===== config.mk =====
export PLATFORM = sky130hd
export DESIGN_NAME = spi_ram_arbiter
export DESIGN_NICKNAME = d
export VERILOG_FILES = /design/src/rtl/spi_ram_pkg.sv /design/src/rtl/spi_cmd_capture.sv /design/src/rtl/spi_ram_arbiter.sv
export SDC_FILE = /design/constraint.sdc
export NUM_CORES = 1
export LEC_CHECK = 0
export BUFFER_PORTS_ARGS = -buffer_cell sky130_fd_sc_hd__buf_2
export CAP_MARGIN = 20
export CORE_ASPECT_RATIO = 0.9
export CORE_MARGIN = 2
export CORE_UTILIZATION = 30
export CTS_BUF_LIST = sky130_fd_sc_hd__clkbuf_16
export CTS_CLUSTER_DIAMETER = 100
export DETAILED_ROUTE_END_ITERATION = 16
export PLACE_DENSITY_LB_ADDON = 0.25
export SYNTH_ARGS = -nofsm -noshare
export SYNTH_HDL_FRONTEND = slang
export SYNTH_SLANG_ARGS = --single-unit

===== constraint.sdc =====
create_clock -name clk -period 1.7 [get_ports clk]
set_clock_uncertainty 0.05 [all_clocks]
set_input_delay 0.255 -clock clk [delete_from_list [all_inputs] [get_ports clk]]
set_output_delay 0.255 -clock clk [all_outputs]
set_load 0.02 [all_outputs]

===== src/rtl/spi_ram_pkg.sv =====
// Shared command codes, FSM state and grant-owner types for the SPI/host RAM arbiter.
package spi_ram_pkg;

    localparam logic [1:0] CMD_WR_ADDR = 2'b00;
    localparam logic [1:0] CMD_WR_DATA = 2'b01;
    localparam logic [1:0] CMD_RD_ADDR = 2'b10;
    localparam logic [1:0] CMD_RD_DATA = 2'b11;

    typedef enum logic [1:0] {
        IDLE   = 2'd0,
        ACCESS = 2'd1,
        RESP   = 2'd2
    } state_t;

    typedef enum logic {
        OWN_SPI  = 1'b0,
        OWN_HOST = 1'b1
    } owner_t;

    // Data frames (WR_DATA / RD_DATA) are the odd command codes.
    function automatic logic is_data_cmd(input logic [1:0] cmd);
        return cmd[0];
    endfunction

endpackage


===== src/rtl/spi_cmd_capture.sv =====
// SPI frame decode: address registers, 1-entry pending command buffer and sticky overflow flag.
// Optional SPI_ADDR_AUTOINC_EN: advance wr/rd address after each SPI data access issues.
module spi_cmd_capture
    import spi_ram_pkg::*;
#(
    parameter int ADDR_W = 8,
    parameter int DATA_W = 8
) (
    input  logic              clk,
    input  logic              i_rst,
    input  logic              i_rx_valid,
    input  logic [DATA_W+1:0] i_rx_data,
    input  logic              i_spi_issue,
    output logic [ADDR_W-1:0] o_wr_addr_nxt,
    output logic [ADDR_W-1:0] o_rd_addr_nxt,
    output logic              o_pend_valid,
    output logic              o_pend_is_rd,
    output logic [DATA_W-1:0] o_pend_data,
    output logic              o_spi_ovf
);

    localparam logic [ADDR_W-1:0] ADDR_ONE = {{(ADDR_W-1){1'b0}}, 1'b1};

    logic [ADDR_W-1:0] r_wr_addr;
    logic [ADDR_W-1:0] r_rd_addr;
    logic              r_pend_valid;
    logic              r_pend_is_rd;
    logic [DATA_W-1:0] r_pend_data;
    logic              r_spi_ovf;

    logic [1:0]        w_cmd;
    logic              w_ld_wr;
    logic              w_ld_rd;
    logic              w_data_frame;
    logic              w_inc_wr;
    logic              w_inc_rd;
    logic [ADDR_W-1:0] w_wr_nxt;
    logic [ADDR_W-1:0] w_rd_nxt;

    assign w_cmd        = i_rx_data[DATA_W+1:DATA_W];
    assign w_ld_wr      = i_rx_valid && (w_cmd == CMD_WR_ADDR);
    assign w_ld_rd      = i_rx_valid && (w_cmd == CMD_RD_ADDR);
    assign w_data_frame = i_rx_valid && is_data_cmd(w_cmd);

`ifdef SPI_ADDR_AUTOINC_EN
    assign w_inc_wr = i_spi_issue && r_pend_valid && !r_pend_is_rd;
    assign w_inc_rd = i_spi_issue && r_pend_valid &&  r_pend_is_rd;
`else
    assign w_inc_wr = 1'b0;
    assign w_inc_rd = 1'b0;
`endif

    // An address frame in the same cycle as an increment takes priority.
    assign w_wr_nxt = w_ld_wr  ? i_rx_data[ADDR_W-1:0] :
                      w_inc_wr ? (r_wr_addr + ADDR_ONE) : r_wr_addr;
    assign w_rd_nxt = w_ld_rd  ? i_rx_data[ADDR_W-1:0] :
                      w_inc_rd ? (r_rd_addr + ADDR_ONE) : r_rd_addr;

    // Address registers, pending buffer and overflow flag.
    always_ff @(posedge clk) begin
        if (i_rst) begin
            r_wr_addr    <= {ADDR_W{1'b0}};
            r_rd_addr    <= {ADDR_W{1'b0}};
            r_pend_valid <= 1'b0;
            r_pend_is_rd <= 1'b0;
            r_pend_data  <= {DATA_W{1'b0}};
            r_spi_ovf    <= 1'b0;
        end else begin
            r_wr_addr <= w_wr_nxt;
            r_rd_addr <= w_rd_nxt;
            if (w_data_frame) begin
                if (r_pend_valid && !i_spi_issue) begin
                    r_spi_ovf <= 1'b1;
                end else begin
                    r_pend_valid <= 1'b1;
                    r_pend_is_rd <= w_cmd[1];
                    r_pend_data  <= i_rx_data[DATA_W-1:0];
                end
            end else if (i_spi_issue) begin
                r_pend_valid <= 1'b0;
            end
        end
    end

    assign o_wr_addr_nxt = w_wr_nxt;
    assign o_rd_addr_nxt = w_rd_nxt;
    assign o_pend_valid  = r_pend_valid;
    assign o_pend_is_rd  = r_pend_is_rd;
    assign o_pend_data   = r_pend_data;
    assign o_spi_ovf     = r_spi_ovf;

endmodule


===== src/rtl/spi_ram_arbiter.sv =====
// Shares a single-port RAM between the SPI command stream and a local host port.
// Optional SPI_ADDR_AUTOINC_EN (in spi_cmd_capture): SPI addresses auto-increment per access.
module spi_ram_arbiter
    import spi_ram_pkg::*;
#(
    parameter int ADDR_W = 8,
    parameter int DATA_W = 8
) (
    input  logic              clk,
    input  logic              rst,
    input  logic              rx_valid,
    input  logic [DATA_W+1:0] rx_data,
    output logic              tx_valid,
    output logic [DATA_W-1:0] tx_data,
    input  logic              host_req,
    input  logic              host_we,
    input  logic [ADDR_W-1:0] host_addr,
    input  logic [DATA_W-1:0] host_wdata,
    output logic              host_ack,
    output logic              host_rvalid,
    output logic [DATA_W-1:0] host_rdata,
    output logic              ram_en,
    output logic              ram_we,
    output logic [ADDR_W-1:0] ram_addr,
    output logic [DATA_W-1:0] ram_wdata,
    input  logic [DATA_W-1:0] ram_rdata,
    output logic              spi_ovf
);

    state_t            r_state;
    owner_t            r_owner;
    logic              r_ram_en;
    logic              r_ram_we;
    logic [ADDR_W-1:0] r_ram_addr;
    logic [DATA_W-1:0] r_ram_wdata;
    logic              r_host_ack;
    logic              r_tx_valid;
    logic [DATA_W-1:0] r_tx_data;
    logic              r_host_rvalid;
    logic [DATA_W-1:0] r_host_rdata;

    logic              w_spi_issue;
    logic [ADDR_W-1:0] w_wr_addr_nxt;
    logic [ADDR_W-1:0] w_rd_addr_nxt;
    logic              w_pend_valid;
    logic              w_pend_is_rd;
    logic [DATA_W-1:0] w_pend_data;

    assign w_spi_issue = (r_state == ACCESS) && (r_owner == OWN_SPI);

    spi_cmd_capture #(
        .ADDR_W (ADDR_W),
        .DATA_W (DATA_W)
    ) u_capture (
        .clk           (clk),
        .i_rst         (rst),
        .i_rx_valid    (rx_valid),
        .i_rx_data     (rx_data),
        .i_spi_issue   (w_spi_issue),
        .o_wr_addr_nxt (w_wr_addr_nxt),
        .o_rd_addr_nxt (w_rd_addr_nxt),
        .o_pend_valid  (w_pend_valid),
        .o_pend_is_rd  (w_pend_is_rd),
        .o_pend_data   (w_pend_data),
        .o_spi_ovf     (spi_ovf)
    );

    // Arbitration FSM with registered RAM port and response strobes.
    always_ff @(posedge clk) begin
        if (rst) begin
            r_state       <= IDLE;
            r_owner       <= OWN_SPI;
            r_ram_en      <= 1'b0;
            r_ram_we      <= 1'b0;
            r_ram_addr    <= {ADDR_W{1'b0}};
            r_ram_wdata   <= {DATA_W{1'b0}};
            r_host_ack    <= 1'b0;
            r_tx_valid    <= 1'b0;
            r_tx_data     <= {DATA_W{1'b0}};
            r_host_rvalid <= 1'b0;
            r_host_rdata  <= {DATA_W{1'b0}};
        end else begin
            r_ram_en      <= 1'b0;
            r_ram_we      <= 1'b0;
            r_host_ack    <= 1'b0;
            r_tx_valid    <= 1'b0;
            r_host_rvalid <= 1'b0;
            if (r_tx_valid) begin
                r_tx_data <= ram_rdata;
            end
            if (r_host_rvalid) begin
                r_host_rdata <= ram_rdata;
            end
            case (r_state)
                IDLE: begin
                    if (w_pend_valid) begin
                        r_state     <= ACCESS;
                        r_owner     <= OWN_SPI;
                        r_ram_en    <= 1'b1;
                        r_ram_we    <= !w_pend_is_rd;
                        r_ram_addr  <= w_pend_is_rd ? w_rd_addr_nxt : w_wr_addr_nxt;
                        r_ram_wdata <= w_pend_data;
                    end else if (host_req) begin
                        r_state     <= ACCESS;
                        r_owner     <= OWN_HOST;
                        r_ram_en    <= 1'b1;
                        r_ram_we    <= host_we;
                        r_ram_addr  <= host_addr;
                        r_ram_wdata <= host_wdata;
                        r_host_ack  <= 1'b1;
                    end else begin
                        r_state <= IDLE;
                    end
                end
                ACCESS: begin
                    if (r_ram_we) begin
                        r_state <= IDLE;
                    end else begin
                        r_state <= RESP;
                        if (r_owner == OWN_SPI) begin
                            r_tx_valid <= 1'b1;
                        end else begin
                            r_host_rvalid <= 1'b1;
                        end
                    end
                end
                RESP: begin
                    r_state <= IDLE;
                end
                default: begin
                    r_state <= IDLE;
                end
            endcase
        end
    end

    assign ram_en    = r_ram_en;
    assign ram_we    = r_ram_we;
    assign ram_addr  = r_ram_addr;
    assign ram_wdata = r_ram_wdata;
    assign host_ack  = r_host_ack;

    // Read data is passed through in RESP and held afterwards; a reset in RESP kills the pulse.
    assign tx_valid    = r_tx_valid && !rst;
    assign tx_data     = r_tx_valid ? ram_rdata : r_tx_data;
    assign host_rvalid = r_host_rvalid && !rst;
    assign host_rdata  = r_host_rvalid ? ram_rdata : r_host_rdata;

endmodule


==> results.py <==
metrics = {
    "synth": {
        "synthDistinctLibCells": 35,
        "avgSynthCellArea_um2": 10.54,
        "synth_area_leaders": "dfxtp_1, mux2i_1, mux2_2",
        "synth_fp_nets": 296,
        "ys_seq_area_share_pct": 49.52,
        "syn_inst": 257,
        "yosys.area.top_type_share_pct": 49.52,
        "synth_area_leader_cell": "dfxtp_1",
        "ys_warn_count": 0,
        "ys_ff_latch": 67,
        "synth_area_um2": 2709,
    },
    "layout": {
        "final_common_cell": "buf_2",
        "antenna_cells": 0,
        "final_cell_mix": "buf_2, dfxtp_1, nor2_1",
        "fillers": 883,
        "syn_to_final_growth_pct": 29.84,
        "nets": 378,
        "drive_gt1_share_pct": 38.48,
    },
    "route": {
        "vias": 2052,
        "dr.first_iter.drc_count": 44,
        "drtAntennaViolNets": 0,
        "wl_um": 6610,
        "detail_route.first_pass.iterations": 4,
        "wl_per_cell_um": 14.31,
        "vias_per_cell": 4.442,
        "drc": 0,
    },
    "clocking": {
        "h-tree-depth": 3,
        "clock-sinks": 67,
        "cts_tree": "built",
        "clk_pin_slew_worst_paths_ns": 0.05,
        "cts_buffer_depth": 2,
        "clk_latency_ns": 0.32,
        "holdBufCountCts": 0,
        "cts_buffers": 9,
        "cts_root_buf": "clkbuf_16",
    },
    "power": {
        "max-vdd-ir-drop_v": 0.0004697,
        "pwr-share-comb_pct": 13.6,
        "power.switching_mw": 1.022,
        "seqPwrFrac_pct": 42.5,
        "switching_share_pct": 25.36,
        "clock_power_share_pct": 43.9,
        "leakage_nw": 1.555,
        "intPower_mw": 3.009,
        "p_per_area_nw_per_um2": 1146,
    },
    "placed_design": {
        "io_buffers": 76,
        "preCtsSetupSlack_ns": 0.2227,
        "gp_congestion": 0.7702,
        "dpl.hpwl_um": 4633,
    },
    "timing": {
        "fin_crit_sh_pct": 95.73,
        "setup_tns_ns": 0,
        "max_slew_margin_pct": 71.04,
        "max_freq_mhz": 614.5,
        "setup-violations-final": 0,
        "final_hold_viol_count": 0,
        "tightest_slew_ns": 0.4339,
        "slew_viol_final": 0,
        "rsz0062_at_grt": "no",
        "layout_setup_ws_ns": 0.07258,
        "period_minus_slack_ns": 1.627,
    },
    "worst_setup_path": {
        "cp-start-kind": "flip-flop",
        "r2r-start": "r_state[0]$_SDFF_PP0_",
        "cp.arrival_ns": 1.32,
        "path_class": "flip-flop to output port",
        "worstPathRequired_ns": 1.39,
        "crit_fanout": 9,
        "critPathLaunch": "r_tx_valid$_SDFF_PP0_",
        "endpoint_kind": "output port",
    },
    "global_route": {
        "grt_pass1_wl_um": 10610,
        "grt-ovfl-total": 0,
        "grt_max_degree": 30,
        "grt_pass1_vias": 2036,
        "grt_use_total_pct": 14.28,
        "antenna_found_initial": 0,
    },
    "floorplan": {
        "ios": 77,
        "start_util_pct": 31.18,
        "chipWidth_um": 104.2,
        "die_area_um2": 9807,
        "num_rows": 32,
        "chipHeight_um": 94.15,
        "coreArea_um2": 8688,
    },
    "run_status": {
        "status": "finished clean",
    },
    "job": {
        "cap_violations": 0,
    },
    "worst_hold_path": {
        "hp-class": "input pin to flip-flop",
        "min_from": "rx_data[9]",
    },
}
[area by class of cell]
cell class / instances / area, um^2 / share of cell area [%]
clock buffer: 9 / 225.2 / 6.403
clock inverter: 6 / 58.81 / 1.672
inverter: 3 / 11.26 / 0.3202
multi-input combinational: 171 / 1254 / 35.65
sequential: 67 / 1344 / 38.21
tap: 119 / 148.9 / 4.233
timing repair buffer: 87 / 475.5 / 13.52
[flip-flops by register name, summed over array words and instances (netlist names)]
name                    flops
u_capture.r_rd_addr         8
r_tx_valid                  1
ram_wdata                   8
ram_addr                    8
host_ack                    1
r_host_rvalid               1
u_capture.o_pend_is_rd      1
u_capture.o_spi_ovf         1
r_host_rdata                8
u_capture.r_wr_addr         8
ram_we                      1
r_owner                     1
r_tx_data                   8
r_state                     2
u_capture.o_pend_valid      1
ram_en                      1
u_capture.o_pend_data       8
[Yosys cell counts]
master	instances
inv_1	1
nor4_1	1
and2_1	20
mux2_2	16
buf_6	2
a21boi_2	1
clkbuf_1	7
inv_2	2
nand2_1	1
a21oi_1	2
a41oi_1	6
o221a_1	1
clkbuf_8	1
o21ai_1	1
nor4b_1	2
dfxtp_1	67
nor2b_1	3
nand3b_1	1
nand2b_1	6
buf_4	4
mux2i_1	33
nor3b_2	1
a211oi_1	1
o211ai_1	1
nor3_1	1
a21oi_2	1
o21ai_0	14
buf_2	2
nor3b_1	1
a31oi_1	1
a211oi_2	8
o21a_1	2
or2_1	7
o311a_1	1
nor2_1	38
[worst max-delay path: stages, from the launching register on]
cell	delay (ns)
dfxtp_2	0.46
mux2_2	0.38
buf_2	0.16
[kinds of logic after synthesis]
family	synth area share (%)
simple gates	15.80
mux	18.85
flops	49.52
buf+inv	4.203
compound gates	11.64
[power by group through the flow]
stage                     clock (mW)  combinational, mW  sequential, mW
final                           1.77              0.548            1.71
after global routing            1.90              0.600            1.72
after CTS                       1.82              0.552            1.71
after detailed placement           0              0.550            1.75
after global placement             0              0.545            1.75
after floorplan                    0              0.304            1.79
[timing repair]
action                                  4_1_cts  5_1_grt
endpoints found under the setup margin       16        0
resized for setup                             2        0
setup buffers                                 0        0
endpoints found under the hold margin         0        0
[path summary, 6_finish.rpt]
path                            slack (ns)  cells after the start                               endpoint
worst max-delay path                  0.07                      2                             tx_data[2]
worst max register to register        0.20                      5  u_capture.o_pend_data[6]$_SDFFE_PP0P_
worst min register to register        0.39                      1                  r_state[1]$_SDFF_PP0_
worst min-delay path                  0.17                      3    u_capture.o_pend_is_rd$_SDFFE_PP0P_
[per-stage QoR]
stage          std cells  hold WS [ns]  util (%)  cell area (um^2)  total power, mW
6_report             462        0.1659     40.48              3517            4.031
4_1_cts              462        0.1568     40.48              3517            4.088
2_1_floorplan        257        0.2971         -              2709            2.098
3_3_place_gp         447        0.3783     37.18              3231            2.291
5_1_grt              462        0.1895     40.48              3517            4.220
3_5_place_dp         447        0.3801     37.18              3231            2.296
[layer usage]
metal	GRT usage, %	wire, um	vias to the layer above
met5	0	0	-
met4	4.054	55	0
met3	5.201	257	4
met2	20.89	2788	47
met1	19.65	3508	943
li1	-	-	1058
No activity file was read; power rests on OpenSTA's default activity.
